`config.mk`:
```
export PLATFORM = sky130hd
export DESIGN_NAME = anc_spi_frame_sched
export DESIGN_NICKNAME = d
export VERILOG_FILES = /design/src/rtl/anc_spi_frame_sched.sv
export SDC_FILE = /design/constraint.sdc
export NUM_CORES = 1
export LEC_CHECK = 0
export ABC_CLOCK_PERIOD_IN_PS = 1600
export CAP_MARGIN = 20
export CELL_PAD_IN_SITES_DETAIL_PLACEMENT = 0
export CELL_PAD_IN_SITES_GLOBAL_PLACEMENT = 1
export CORE_ASPECT_RATIO = 0.8
export CORE_MARGIN = 4
export CORE_UTILIZATION = 33
export DETAILED_ROUTE_END_ITERATION = 16
export HOLD_SLACK_MARGIN = 0.12
export PLACE_DENSITY_LB_ADDON = 0.05
export SETUP_SLACK_MARGIN = 0.3
export SYNTH_ARGS = -nofsm -noshare
export SYNTH_HDL_FRONTEND = slang
export SYNTH_SLANG_ARGS = --single-unit
export TNS_END_PERCENT = 10
```
`constraint.sdc`:
```
create_clock -name Clk_i -period 1.6 [get_ports Clk_i]
set_input_delay 0.32 -clock Clk_i [delete_from_list [all_inputs] [get_ports Clk_i]]
set_output_delay 0.32 -clock Clk_i [all_outputs]
set_load 0.01 [all_outputs]
```
`src/rtl/anc_spi_frame_sched.sv`:
```
`default_nettype none
// ============================================================================
//  Module      : anc_spi_frame_sched
//  Description : SPI master sequencer shared by two requesters (ch0 = ADC
//                read, ch1 = DAC write) with round-robin arbitration.
//                Shifts a FRAME_BITS word out MSB first on MOSI with an
//                idle-high SCK. Returns the low DATA_BITS of the captured
//                MISO frame to the channel that won the link.
//  Revision    : 1.0 - initial release
// ============================================================================
module anc_spi_frame_sched #(
    parameter int FRAME_BITS = 20,
    parameter int DATA_BITS  = 11,
    parameter int CLK_DIV    = 4,
    parameter int GAP_CYCLES = 2
) (
    input  logic                  Clk_i,
    input  logic                  Reset_i,
    input  logic [1:0]            Req_i,
    input  logic [FRAME_BITS-1:0] TxWord0_i,
    input  logic [FRAME_BITS-1:0] TxWord1_i,
    output logic [1:0]            Gnt_o,
    output logic                  SCK_o,
    output logic                  MOSI_o,
    input  logic                  MISO_i,
    output logic                  CS_n_o,
    output logic [DATA_BITS-1:0]  RxData_o,
    output logic                  RxValid_o,
    output logic                  RxChan_o,
    output logic                  Busy_o
);

    // One shared down-phase counter serves SETUP, each SCK half-period and GAP,
    // so it must hold the larger of CLK_DIV and GAP_CYCLES without wrapping.
    localparam int CNT_MAX = (CLK_DIV > GAP_CYCLES) ? CLK_DIV : GAP_CYCLES;
    localparam int CNT_W   = $clog2(CNT_MAX + 1);
    localparam int BIT_W   = (FRAME_BITS > 1) ? $clog2(FRAME_BITS) : 1;

    localparam logic [CNT_W-1:0] c_DIV_LAST = CNT_W'(CLK_DIV - 1);
    localparam logic [CNT_W-1:0] c_GAP_LAST = CNT_W'(GAP_CYCLES - 1);
    localparam logic [BIT_W-1:0] c_BIT_LAST = BIT_W'(FRAME_BITS - 1);

    localparam logic [1:0] c_ST_IDLE  = 2'd0;
    localparam logic [1:0] c_ST_SETUP = 2'd1;
    localparam logic [1:0] c_ST_SHIFT = 2'd2;
    localparam logic [1:0] c_ST_GAP   = 2'd3;

    logic [1:0]            state_q, state_d;
    logic [CNT_W-1:0]      cnt_q, cnt_d;
    logic [BIT_W-1:0]      bit_q, bit_d;
    logic                  half_q, half_d;     // 0 = SCK high phase, 1 = low phase
    logic [FRAME_BITS-1:0] tx_q, tx_d;
    logic [DATA_BITS-1:0]  rx_q, rx_d;
    logic                  last_q, last_d;     // channel granted most recently
    logic [DATA_BITS-1:0]  rxdata_q, rxdata_d;
    logic                  rxchan_q, rxchan_d;
    logic                  rxvalid_q, rxvalid_d;

    logic w_accept;
    logic w_win_ch;
    logic w_div_done;
    logic w_gap_done;
    logic w_sample;
    logic w_bit_end;
    logic w_frame_end;

    // A frame is accepted only from IDLE and never while reset is asserted,
    // so Gnt cannot pulse for a frame that the reset would discard.
    assign w_accept = (state_q == c_ST_IDLE) && Reset_i && (Req_i != 2'b00);

    // Contention goes to the channel that was not served last; a lone
    // request always wins regardless of the pointer.
    assign w_win_ch = (Req_i == 2'b11) ? ~last_q : Req_i[1];

    assign w_div_done  = (cnt_q == c_DIV_LAST);
    assign w_gap_done  = (cnt_q == c_GAP_LAST);
    assign w_sample    = (state_q == c_ST_SHIFT) && !half_q && w_div_done;
    assign w_bit_end   = (state_q == c_ST_SHIFT) &&  half_q && w_div_done;
    assign w_frame_end = w_bit_end && (bit_q == c_BIT_LAST);

    // State register
    always_ff @(posedge Clk_i) begin
        if (!Reset_i) begin
            state_q <= c_ST_IDLE;
        end else begin
            state_q <= state_d;
        end
    end

    // Next-state logic: IDLE -> SETUP -> SHIFT -> GAP -> IDLE
    always_comb begin
        state_d = state_q;
        case (state_q)
            c_ST_IDLE:  if (w_accept)    state_d = c_ST_SETUP;
            c_ST_SETUP: if (w_div_done)  state_d = c_ST_SHIFT;
            c_ST_SHIFT: if (w_frame_end) state_d = c_ST_GAP;
            c_ST_GAP:   if (w_gap_done)  state_d = c_ST_IDLE;
            default:                     state_d = c_ST_IDLE;
        endcase
    end

    // Output decode: SCK/CS_n/MOSI follow state so reset forces idle levels at once
    always_comb begin
        Gnt_o  = 2'b00;
        CS_n_o = 1'b1;
        SCK_o  = 1'b1;
        MOSI_o = 1'b0;
        Busy_o = (state_q != c_ST_IDLE);
        if (w_accept) begin
            Gnt_o = w_win_ch ? 2'b10 : 2'b01;
        end
        case (state_q)
            c_ST_SETUP: begin
                CS_n_o = 1'b0;
                MOSI_o = tx_q[FRAME_BITS-1];
            end
            c_ST_SHIFT: begin
                CS_n_o = 1'b0;
                SCK_o  = ~half_q;
                MOSI_o = tx_q[FRAME_BITS-1];
            end
            default: begin
                CS_n_o = 1'b1;
            end
        endcase
    end

    // Datapath next-state: phase counting, shifting and result capture
    always_comb begin
        cnt_d     = cnt_q;
        bit_d     = bit_q;
        half_d    = half_q;
        tx_d      = tx_q;
        rx_d      = rx_q;
        last_d    = last_q;
        rxdata_d  = rxdata_q;
        rxchan_d  = rxchan_q;
        rxvalid_d = 1'b0;
        case (state_q)
            c_ST_IDLE: begin
                cnt_d  = '0;
                bit_d  = '0;
                half_d = 1'b0;
                if (w_accept) begin
                    tx_d   = w_win_ch ? TxWord1_i : TxWord0_i;
                    rx_d   = '0;
                    last_d = w_win_ch;
                end
            end
            c_ST_SETUP: begin
                cnt_d = w_div_done ? '0 : cnt_q + 1'b1;
            end
            c_ST_SHIFT: begin
                if (w_div_done) begin
                    cnt_d  = '0;
                    half_d = ~half_q;
                end else begin
                    cnt_d = cnt_q + 1'b1;
                end
                // MISO is taken just before SCK falls
                if (w_sample) begin
                    rx_d = (rx_q << 1) | DATA_BITS'(MISO_i);
                end
                // Advancing the word here makes MOSI change only as SCK rises
                if (w_bit_end) begin
                    tx_d  = tx_q << 1;
                    bit_d = bit_q + 1'b1;
                end
                if (w_frame_end) begin
                    bit_d     = '0;
                    rxvalid_d = 1'b1;
                    rxdata_d  = rx_q;
                    rxchan_d  = last_q;
                end
            end
            c_ST_GAP: begin
                cnt_d = w_gap_done ? '0 : cnt_q + 1'b1;
            end
            default: begin
                cnt_d = '0;
            end
        endcase
    end

    // Datapath registers; the RR pointer resets to "ch1 last" so ch0 wins first
    always_ff @(posedge Clk_i) begin
        if (!Reset_i) begin
            cnt_q     <= '0;
            bit_q     <= '0;
            half_q    <= 1'b0;
            tx_q      <= '0;
            rx_q      <= '0;
            last_q    <= 1'b1;
            rxdata_q  <= '0;
            rxchan_q  <= 1'b0;
            rxvalid_q <= 1'b0;
        end else begin
            cnt_q     <= cnt_d;
            bit_q     <= bit_d;
            half_q    <= half_d;
            tx_q      <= tx_d;
            rx_q      <= rx_d;
            last_q    <= last_d;
            rxdata_q  <= rxdata_d;
            rxchan_q  <= rxchan_d;
            rxvalid_q <= rxvalid_d;
        end
    end

    assign RxData_o  = rxdata_q;
    assign RxChan_o  = rxchan_q;
    assign RxValid_o = rxvalid_q;

endmodule
`default_nettype wire

```
==> summary.txt <==
Status
  – Run status: finished with violations
  – Violated checks: setup timing

Floorplanning
  – Starting Density: 0.350
  – FP Rows: 28
  – Die width: 108 um
  – Core ar.: approximately 7600 um2
  – Die Y: 88.3 um
  – Die area: ~9600 um2
  – I/O Pins: 64

Layout
  – Area Overhead vs Synth: 50.5%
  – Fill count: about 750
  – Share of cells above drive strength 1: 0.249
  – Footprint of the multi-input gates: roughly 1600 um2
  – Reg area: roughly 1100 um2
  – Net count, final: 437
  – Fin util: 0.526
  – Diodes inserted: 0
  – Design Area, Final: between 3000 and 4000 um2

Routing
  – Routed length per instance: 13.8 um
  – Antenna Violating Nets Remaining: 0
  – DRC Markers: 0
  – Iter 0 DRT Violations: 55
  – DR vias: 2,344
  – Vias per cell: around 4.8
  – Aggregate routed wire length: 6740 um
  – TritonRoute pass-1 iters: 4

Synthesis
  – Synth Area in XOR/XNOR: 0.0132
  – Async S/R FF share, synth: 0
  – Synth Area in Adders: 0.0471
  – Post-Synth Simple-Gate Area: 0.165
  – Synth top area cells: dfxtp_1, mux2i_1, a22o_1
  – Yosys warning count: 0
  – Cells after synthesis: 290
  – Post-synth EDFFs: 0
  – Yosys reg bits: between 50 and 60
  – Cell with the most instances after synthesis: dfxtp_1
  – Ys flop type: dfxtp_1
  – Synthesized area: about 2700 um2
  – Mux contribution to synthesized area: 0.124
  – Post-synthesis cell type count: 39
  – Synth Area in Compound Gates: 0.176
  – Avg Inst Size Synth: just over 9 um2
  – Seq/Total Area, Yosys: 0.422
  – Area leader, netlist: dfxtp_1
  – Syn nets: ~350
  – Combinational family with the most area after synthesis: compound AO/OA/AOI/OAI gates
  – Yosys top cell area share: 0.422
  – Synth cell count leaders: dfxtp_1, mux2i_1, nand2_1, nor2_1, o21ai_0

Placed design
  – Detail Placement HPWL: roughly 4500 um
  – Worst slack, placed: -0.523 ns
  – Placed cell area: 3600 um2
  – GP Congestion: 0.831
  – IO buf count: 63

Timing
  – Final min period: around 1.6 ns
  – Final clock skew: 0.00584 ns
  – Max frequency: a little over 0.6 GHz
  – Slew @ Worst Pin: between 0.3 and 0.4 ns
  – Max_slew headroom: 0.750
  – Post-route setup TNS: -0.0915 ns
  – Final Max Slew Viols: 0
  – Final worst-path cycle share: 1.01
  – Setup WS post-layout: -0.0201 ns
  – Endpoints failing hold: 0
  – RSZ-0062 raised after global routing: yes
  – Final Setup Violations: 8
  – Hold slack: ~0.49 ns

Critical path
  – CP endpoint kind: output pin
  – CP max-delay cell: dfxtp_2
  – Element type at the critical path start: flop
  – Crit path max fanout: 6
  – Critical path capture point: SCK_o
  – Critical Path AT: about 1.3 ns
  – Crit Path Class: reg2out
  – CP Launch Point: state_q[0]
  – Cells along the critical path: inv_4, buf_12, ha_4, buf_4, nand2_2, buf_6
  – CP Data Required Time: 1.28 ns
  – CP peak stage delay: 0.36 ns
  – R2r startpoint: state_q[0]
  – Worst r2r path cells: 10
  – Flop2flop setup slack: -0.02 ns
  – Reg2reg end: rx_q[10]

Job
  – Max capacitance violation total: 0

Clock tree
  – Clk Latency, worst-skew pair: 0.31 ns
  – CTS Buf Count: 5
  – CTS tree: done
  – Clk root buf: clkbuf_8
  – H-tree levels: 2
  – Hold Buf Count CTS: 0
  – Clk sinks: 56
  – Clock transition at path regs: ~0.1 ns
  – Clock Tree Buf Depth: 2

Global routing
  – Largest net degree at the start of global routing: 42
  – Vias in the first global route: about 2,200
  – First-pass GRT wire length: between 10,000 and 15,000 um
  – GRT Util Overall: 0.140
  – Antenna violations before repair: 0
  – Remaining Overflow, GRT: 0

Power
  – Leak pwr: around 1.8 nW
  – PwrDens: approximately 1400 nW/um2
  – Peak supply drop: a little under 0.8 mV

Hold path
  – Hold Path Class: reg2reg
  – HP Start: rx_q[1]
-- worst min-delay path by stage --
stage                     endpoint  slack, ns  cells past startpoint
final                      rx_q[2]       0.49                      2
after global routing       tx_q[6]       0.51                      1
after CTS                 rx_q[10]       0.49                      2
after detailed placement   tx_q[7]       0.46                      1
after global placement    rx_q[10]       0.46                      2
after floorplan           cnt_q[0]       0.40                      1
-- flip-flops by register name, indices dropped and copies added (netlist names) --
signal / count
bit_q: 5
half_q: 1
RxChan_o: 1
RxValid_o: 1
RxData_o: 11
tx_q: 20
rx_q: 11
cnt_q: 3
state_q: 2
last_q: 1
-- layout by cell type (no fill, tap or decap), types with 10 or more instances in the layout --
cell             Yosys  final
nand2b_1            12     10
a22o_1              19     19
dfxtp_1             56     52
o21ai_0             21     21
clkdlybuf4s50_1      0     41
nand3_1             17     13
a21oi_1             17     13
mux2i_1             33     33
dlymetal6s2s_1       0     13
buf_6                2     13
nor2_1              21     21
nand2_1             28     26
buf_4                4     27
-- routing by layer --
layer,global-route usage,up-vias,part of all wire
met4,0.0344,0,0.0073
met1,0.193,1101,0.52
met3,0.0299,7,0.041
met2,0.225,37,0.44
li1,-,1199,-
met5,0,-,0
-- through the flow --
| stage | power [mW] | cells |
|---|---|---|
| 4_1_cts | 5.11 | 479 |
| 3_5_place_dp | 4.04 | 465 |
| 6_report | 5.55 | 487 |
| 2_1_floorplan | 3.28 | 290 |
| 3_3_place_gp | 4.02 | 465 |
| 5_1_grt | 5.92 | 487 |
-- logic make-up (layout without fill, tap and decap cells) --
group,count (synthesis),after routing
AND/OR/NAND/NOR,90,91
XOR/XNOR,4,4
AO/OA/AOI/OAI,69,69
flip-flops,56,56
multiplexers,33,33
adder cells (fa/ha/maj),10,10
buffers and inverters,28,119
-- where the power goes --
| group | leakage [nW] | total [mW] | switching, mW | internal, mW |
|---|---|---|---|---|
| Combinational | 1.33 | 2.96 | 1.37 | 1.59 |
| Sequential | 0.457 | 1.83 | 0.159 | 1.67 |
| Clock | 0.0400 | 0.754 | 0.456 | 0.298 |
-- what timing repair did --
item,in CTS,in global routing
gates resized for setup,54,38
hold endpoints to repair,0,0
pin swaps,10,31
buffers inserted,6,5
endpoints found under the setup margin,72,72
cloned,1,3
-- area by class of cell --
cell class | count | share of cell area
Multi-Input combinational cell | 207 | 0.397
Sequential cell | 56 | 0.282
Timing Repair Buffer | 102 | 0.257
Tap cell | 105 | 0.0329
Clock buffer | 5 | 0.0172
Inverter | 10 | 0.0106
Clock inverter | 2 | 0.00313
-- critical path, delay by kind of cell, from the launching register on --
family | cells | cell delay [ns]
buf+inv | 4 | 0.41
simple gates | 1 | 0.07
flops | 1 | 0.36
fa+ha+maj | 1 | 0.17
(Power assumes the default switching activity.)
